File: src/rtl/dr_byte_loader.sv
// dr_byte_loader: fetches 1-4 bytes from byte-wide memory and assembles them into the 32-bit data register.
// Latency: start in cycle k, N zero-wait bytes in k+1..k+N, done in k+N+1, idle again in k+N+2.
// Backpressure: mem_rd is held with mem_addr stable until mem_valid; TIMEOUT consecutive stalls abort with err.
//
// Ports:
//   clk, rst          clock; synchronous active-high reset
//   i_start           request pulse, only sampled while idle
//   i_addr/i_size     base byte address and (byte count - 1), latched at accept
//   i_sext/i_little   sign-extend and little-endian selects, latched at accept
//   o_busy            high whenever a request is in progress
//   o_done/o_err      one-cycle completion / timeout-abort pulses (never together)
//   o_mem_rd/o_mem_addr, i_mem_valid/i_mem_data   byte memory read handshake
//   o_dr_e/o_dr_funsel/o_dr_i                     data register control and byte input
module dr_byte_loader #(
  parameter int AW      = 16,
  parameter int TIMEOUT = 15
) (
  input  logic          clk,
  input  logic          rst,
  input  logic          i_start,
  input  logic [AW-1:0] i_addr,
  input  logic [1:0]    i_size,
  input  logic          i_sext,
  input  logic          i_little,
  output logic          o_busy,
  output logic          o_done,
  output logic          o_err,
  output logic          o_mem_rd,
  output logic [AW-1:0] o_mem_addr,
  input  logic          i_mem_valid,
  input  logic [7:0]    i_mem_data,
  output logic          o_dr_e,
  output logic [1:0]    o_dr_funsel,
  output logic [7:0]    o_dr_i
);

  typedef enum logic [1:0] {
    S_IDLE  = 2'd0,
    S_FETCH = 2'd1,
    S_DONE  = 2'd2,
    S_ERR   = 2'd3
  } state_t;

  // Data register function selects.
  localparam logic [1:0] FS_SEXT_LOAD = 2'b00;
  localparam logic [1:0] FS_CLR_LOAD  = 2'b01;
  localparam logic [1:0] FS_SHL_LOAD  = 2'b10;

  // Stall count at which one more stall aborts the request.
  localparam logic [7:0]    LP_WCNT_LAST = 8'(TIMEOUT - 1);
  localparam logic [AW-1:0] LP_ADDR_ONE  = AW'(1);

  state_t        r_state;
  state_t        w_next_state;

  logic [AW-1:0] r_mem_addr;
  logic [1:0]    r_cnt;        // bytes remaining after the current one
  logic [7:0]    r_wcnt;       // consecutive stall cycles
  logic          r_sext;
  logic          r_little;
  logic          r_first;      // next accepted byte is the first of the request

  logic          w_fetch;
  logic          w_accept;
  logic          w_take;
  logic          w_last;
  logic          w_timeout;
  logic [AW-1:0] w_size_ext;

  assign w_fetch    = (r_state == S_FETCH);
  assign w_accept   = (r_state == S_IDLE) & i_start;
  assign w_take     = w_fetch & i_mem_valid;
  assign w_last     = w_take & (r_cnt == 2'd0);
  // A byte arriving on the final allowed cycle wins over the abort.
  assign w_timeout  = w_fetch & ~i_mem_valid & (r_wcnt == LP_WCNT_LAST);
  assign w_size_ext = AW'(i_size);

  // ---------------------------------------------------------------------------
  // FSM: state register
  // ---------------------------------------------------------------------------
  always_ff @(posedge clk) begin
    if (rst) begin
      r_state <= S_IDLE;
    end else begin
      r_state <= w_next_state;
    end
  end

  // ---------------------------------------------------------------------------
  // FSM: next-state logic
  // ---------------------------------------------------------------------------
  always_comb begin
    w_next_state = r_state;
    case (r_state)
      S_IDLE: begin
        if (i_start) begin
          w_next_state = S_FETCH;
        end
      end
      S_FETCH: begin
        if (w_last) begin
          w_next_state = S_DONE;
        end else if (w_timeout) begin
          w_next_state = S_ERR;
        end
      end
      S_DONE:  w_next_state = S_IDLE;
      S_ERR:   w_next_state = S_IDLE;
      default: w_next_state = S_IDLE;
    endcase
  end

  // ---------------------------------------------------------------------------
  // FSM: outputs
  // ---------------------------------------------------------------------------
  always_comb begin
    o_busy      = (r_state != S_IDLE);
    o_done      = (r_state == S_DONE);
    o_err       = (r_state == S_ERR);
    o_mem_rd    = w_fetch;
    // The register captures on the same edge, so a reset cycle must not load it.
    o_dr_e      = w_take & ~rst;
    o_dr_funsel = FS_CLR_LOAD;
    if (o_dr_e) begin
      if (r_first) begin
        o_dr_funsel = r_sext ? FS_SEXT_LOAD : FS_CLR_LOAD;
      end else begin
        o_dr_funsel = FS_SHL_LOAD;
      end
    end
  end

  // ---------------------------------------------------------------------------
  // Request context, address stepping and counters
  // ---------------------------------------------------------------------------
  // The most significant byte is always fetched first so the register can
  // shift left on every later byte: big-endian walks up from addr, little-endian
  // starts at the top byte (addr+size) and walks down.
  always_ff @(posedge clk) begin
    if (rst) begin
      r_mem_addr <= '0;
      r_cnt      <= 2'd0;
      r_wcnt     <= 8'd0;
      r_sext     <= 1'b0;
      r_little   <= 1'b0;
      r_first    <= 1'b0;
    end else if (w_accept) begin
      r_sext     <= i_sext;
      r_little   <= i_little;
      r_cnt      <= i_size;
      r_wcnt     <= 8'd0;
      r_first    <= 1'b1;
      r_mem_addr <= i_little ? (i_addr + w_size_ext) : i_addr;
    end else if (w_take) begin
      r_cnt      <= r_cnt - 2'd1;
      r_wcnt     <= 8'd0;
      r_first    <= 1'b0;
      // Wraps modulo 2^AW in both directions.
      r_mem_addr <= r_little ? (r_mem_addr - LP_ADDR_ONE) : (r_mem_addr + LP_ADDR_ONE);
    end else if (w_fetch) begin
      r_wcnt     <= r_wcnt + 8'd1;
    end
  end

  assign o_mem_addr = r_mem_addr;
  assign o_dr_i     = i_mem_data;

endmodule
File: config.mk
export PLATFORM = sky130hd
export DESIGN_NAME = dr_byte_loader
export DESIGN_NICKNAME = d
export VERILOG_FILES = /design/src/rtl/dr_byte_loader.sv
export SDC_FILE = /design/constraint.sdc
export NUM_CORES = 1
export LEC_CHECK = 0
export CAP_MARGIN = 40
export CELL_PAD_IN_SITES_DETAIL_PLACEMENT = 1
export CELL_PAD_IN_SITES_GLOBAL_PLACEMENT = 2
export CORE_ASPECT_RATIO = 1.4
export CORE_MARGIN = 1
export CORE_UTILIZATION = 28
export DETAILED_ROUTE_END_ITERATION = 7
export PLACE_DENSITY = 0.91
export SYNTH_ARGS = -nofsm -noshare
export SYNTH_HDL_FRONTEND = slang
export SYNTH_SLANG_ARGS = --single-unit
export TNS_END_PERCENT = 5
File: constraint.sdc
create_clock -name clk -period 2.75 [get_ports clk]
set_input_delay 0.55 -clock clk [delete_from_list [all_inputs] [get_ports clk]]
set_output_delay 0.55 -clock clk [all_outputs]
set_load 0.05 [all_outputs]
==> results by group <==
Finish
  – Antenna cells: 0
  – Most common cell after layout, fill and taps aside: clkdlybuf4s50_1
  – Layout overhead on the synthesized area: 35.0%
  – Share of layout cells above drive strength 1: 9.68%
  – Post-route cell area: 3300 um^2
  – Commonest cells after routing, fill and taps aside: clkdlybuf4s50_1 (42), nor2_1 (33), nand2_1 (30), dfxtp_1 (30), a21oi_1 (26)
  – Final #Nets: 424

Power
  – LEAKAGE: 1.35 nW
  – Internal Power: 1.27 mW
  – Switching power: 0.650 mW
  – Clk pwr share: 38.5%
  – Combinational Power Share: 33.5%
  – Worst vdd ir: 0.282 mV
  – Reg power frac: 28.1%
  – Total Power: 1.92 mW
  – Pwr dens: 581 nW/um^2
  – Sw frac: 33.9%

Worst setup path
  – CP required: 2.92 ns
  – CP startpoint kind: input pin
  – CP max stage delay: 0.49 ns
  – R2R depth: 7
  – Worst setup path class: in2reg
  – Worst reg2reg setup slack: 0.25 ns
  – Critical-path cell list: clkdlybuf4s50_1 -> ha_1 -> inv_1 -> fa_1 -> nand3b_1 -> nor4b_1 -> xnor2_1 -> o21ai_0 -> a2bb2oi_1 -> nand2_1
  – Max FO, Critical Path: 3
  – Slowest CP cell: clkdlybuf4s50_1
  – Worst EP arrival: 2.76 ns
  – CP endpoint kind: register

Clock network
  – CTS tree: done
  – CTS Buf Count: 5
  – H-tree Lvls: 2
  – CTS clock-pin slew for the worst setup and hold paths: 0.06 ns
  – Clock buffer depth: 2
  – CTS Hold Bufs: 0
  – Clk_lat worst skew: 0.28 ns
  – Root buffer cell: clkbuf_16
  – Sink Count: 31
  – Setup bufs post-CTS: 0

STA
  – Final worst slack: 0.154 ns
  – Worst Clk Skew: 0.00652 ns
  – Hold Fails Final Rpt: 0
  – Worst-margin pin slew: 0.562 ns
  – Final min period: 2.60 ns
  – Relative slew slack: 62.6%
  – Final setup viols: 0
  – F_max: 385 MHz
  – Setup TNS: 0 ns
  – RSZ-0062 raised after global routing: no
  – Fin crit share: 94.4%
  – Slew Limit Fails: 0

Die
  – DIE HEIGHT: 113 um
  – Core area: 8510 um^2
  – Row count: 40
  – Die Area: 9120 um^2
  – Top Ports: 63
  – Initial Util: 28.7%
  – Die W: 81.0 um

Logic synthesis
  – Async set-reset flop share out of synthesis: 0%
  – Distinct cells, synth: 50
  – Dominant synthesized flop cell: dfxtp_1
  – Mapped Area: 2450 um^2
  – Syn avg cell area: 7.74 um^2
  – Syn_nets: 369
  – Synthesized instance count: 316
  – Yosys warnings: 0
  – Yosys reg bits: 31
  – Sequential share of the synthesized area: 25.4%
  – Number of synthesized flops with an enable pin: 0

GRT
  – Antenna violations before repair: 0
  – Grt total ovfl: 0
  – All-Layer GR Usage: 18.6%
  – Vias in the first global route: 2705
  – First-pass GRT wire length: 12.9 mm
  – Largest net degree at the start of global routing: 18

Detailed routing
  – Detailed-route DRC error count: 0
  – First-pass iteration count of the detailed router: 4
  – Drt initial violations: 63
  – Routed Antenna Nets: 0
  – Avg WL per Cell: 16.7 um
  – Post-Route WL: 7.97 mm
  – Via density per instance: 5.36
  – Vias: 2559

Job
  – Max Cap Viol: 0

Placement
  – Worst Setup Slack post-DPL: -0.133 ns
  – IO buf count: 46
  – DP Area: 3110 um^2
  – Hpwl dp: 6.18 mm
  – Routability cong.: 0.945

Hold path
  – Hold WC Path Type: reg2reg
  – Hold path depth: 2

Status
  – Run status: finished clean
## path summary, 6_finish.rpt
| path | startpoint | end |
|---|---|---|
| worst max register to register | r_little | o_mem_addr[13] |
| worst min-delay path | r_cnt[1] | r_cnt[1] |
| worst max-delay path | i_addr[0] | o_mem_addr[12] |
| worst min register to register | r_cnt[1] | r_cnt[1] |
## cell families (layout without fill, tap and decap cells)
family | Yosys count | count (layout) | share of synthesized area (%)
compound gates | 85 | 85 | 22.4
xor+xnor | 28 | 28 | 10.0
fa+ha+maj | 21 | 21 | 11.4
buf+inv | 26 | 82 | 5.27
flops | 31 | 31 | 25.4
mux | 4 | 4 | 1.64
simple gates | 121 | 121 | 24.0
## repair_timing
item	4_1_cts	5_1_grt
resized for setup	0	1
endpoints found under the setup margin	0	3
hold endpoints to repair	0	0
## layer usage
| metal | GRT usage [%] | up-vias | wire (um) |
|---|---|---|---|
| met4 | 11.0 | 0 | 353 |
| met2 | 33.8 | 54 | 4210 |
| met3 | 3.17 | 24 | 270 |
| met1 | 19.2 | 1242 | 3150 |
| li1 | - | 1239 | - |
| met5 | 0 | - | 0 |
## synth_stat cells (all sizes together), types with 3 or more instances
| master | instances | area, um^2 |
|---|---|---|
| clkbuf | 7 | 26.3 |
| dfxtp | 31 | 621 |
| o211ai | 5 | 37.5 |
| nand4 | 11 | 68.8 |
| and2 | 5 | 31.3 |
| mux2i | 4 | 40.0 |
| xor2 | 10 | 87.6 |
| a31oi | 4 | 25.0 |
| ha | 19 | 238 |
| a211oi | 7 | 52.6 |
| a21oi | 27 | 139 |
| nand2b | 3 | 18.8 |
| o21ai | 17 | 85.1 |
| nor2b | 4 | 25.0 |
| and3 | 4 | 25.0 |
| nand2 | 30 | 113 |
| buf | 9 | 65.1 |
| xnor2 | 18 | 158 |
| a21o | 6 | 46.3 |
| o21a | 4 | 30.0 |
| nor3 | 11 | 55.1 |
| nand3 | 8 | 40.0 |
| nor2 | 34 | 128 |
| nor4 | 3 | 18.8 |
| inv | 10 | 37.5 |
## stage by stage
step | util (%) | hold slack (ns) | std cells
floorplan | - | 0.432 | 316
global placement | 36.6 | 0.441 | 469
detailed placement | 36.6 | 0.447 | 469
CTS | 38.8 | 0.455 | 477
global route | 38.8 | 0.479 | 477
finish | 38.8 | 0.452 | 477
## final cells by class
class | instances | area [um^2]
clock buffers | 6 | 129
clock inverters | 2 | 60.1
fillers | 1045 | 5210
inverters | 10 | 37.5
multi-input cells | 259 | 1700
flip-flops and latches | 31 | 622
well taps | 105 | 131
repair buffers | 64 | 623
## power groups by stage
stage	registers (mW)	clock network [mW]	logic, mW
2_1_floorplan	0.640	0	0.339
3_3_place_gp	0.546	0	0.622
5_1_grt	0.545	0.766	0.690
6_report	0.538	0.737	0.642
4_1_cts	0.538	0.749	0.643
3_5_place_dp	0.546	0	0.637
## registers in the layout, summed over array words and instances, names as in the netlist
register	flops
r_first	1
r_cnt	2
r_sext	1
o_mem_addr	16
r_wcnt	8
r_state	2
r_little	1
## worst max-delay path: cells and delay by family
family	cells	cell delay, ns
AOI/OAI and AO/OA	2	0.24
xor gates and xnor gates	1	0.16
adders and majority gates	2	0.59
buffers and inverters	2	0.54
and+or+nand+nor	3	0.67
No activity file was read; power rests on OpenSTA's default activity.
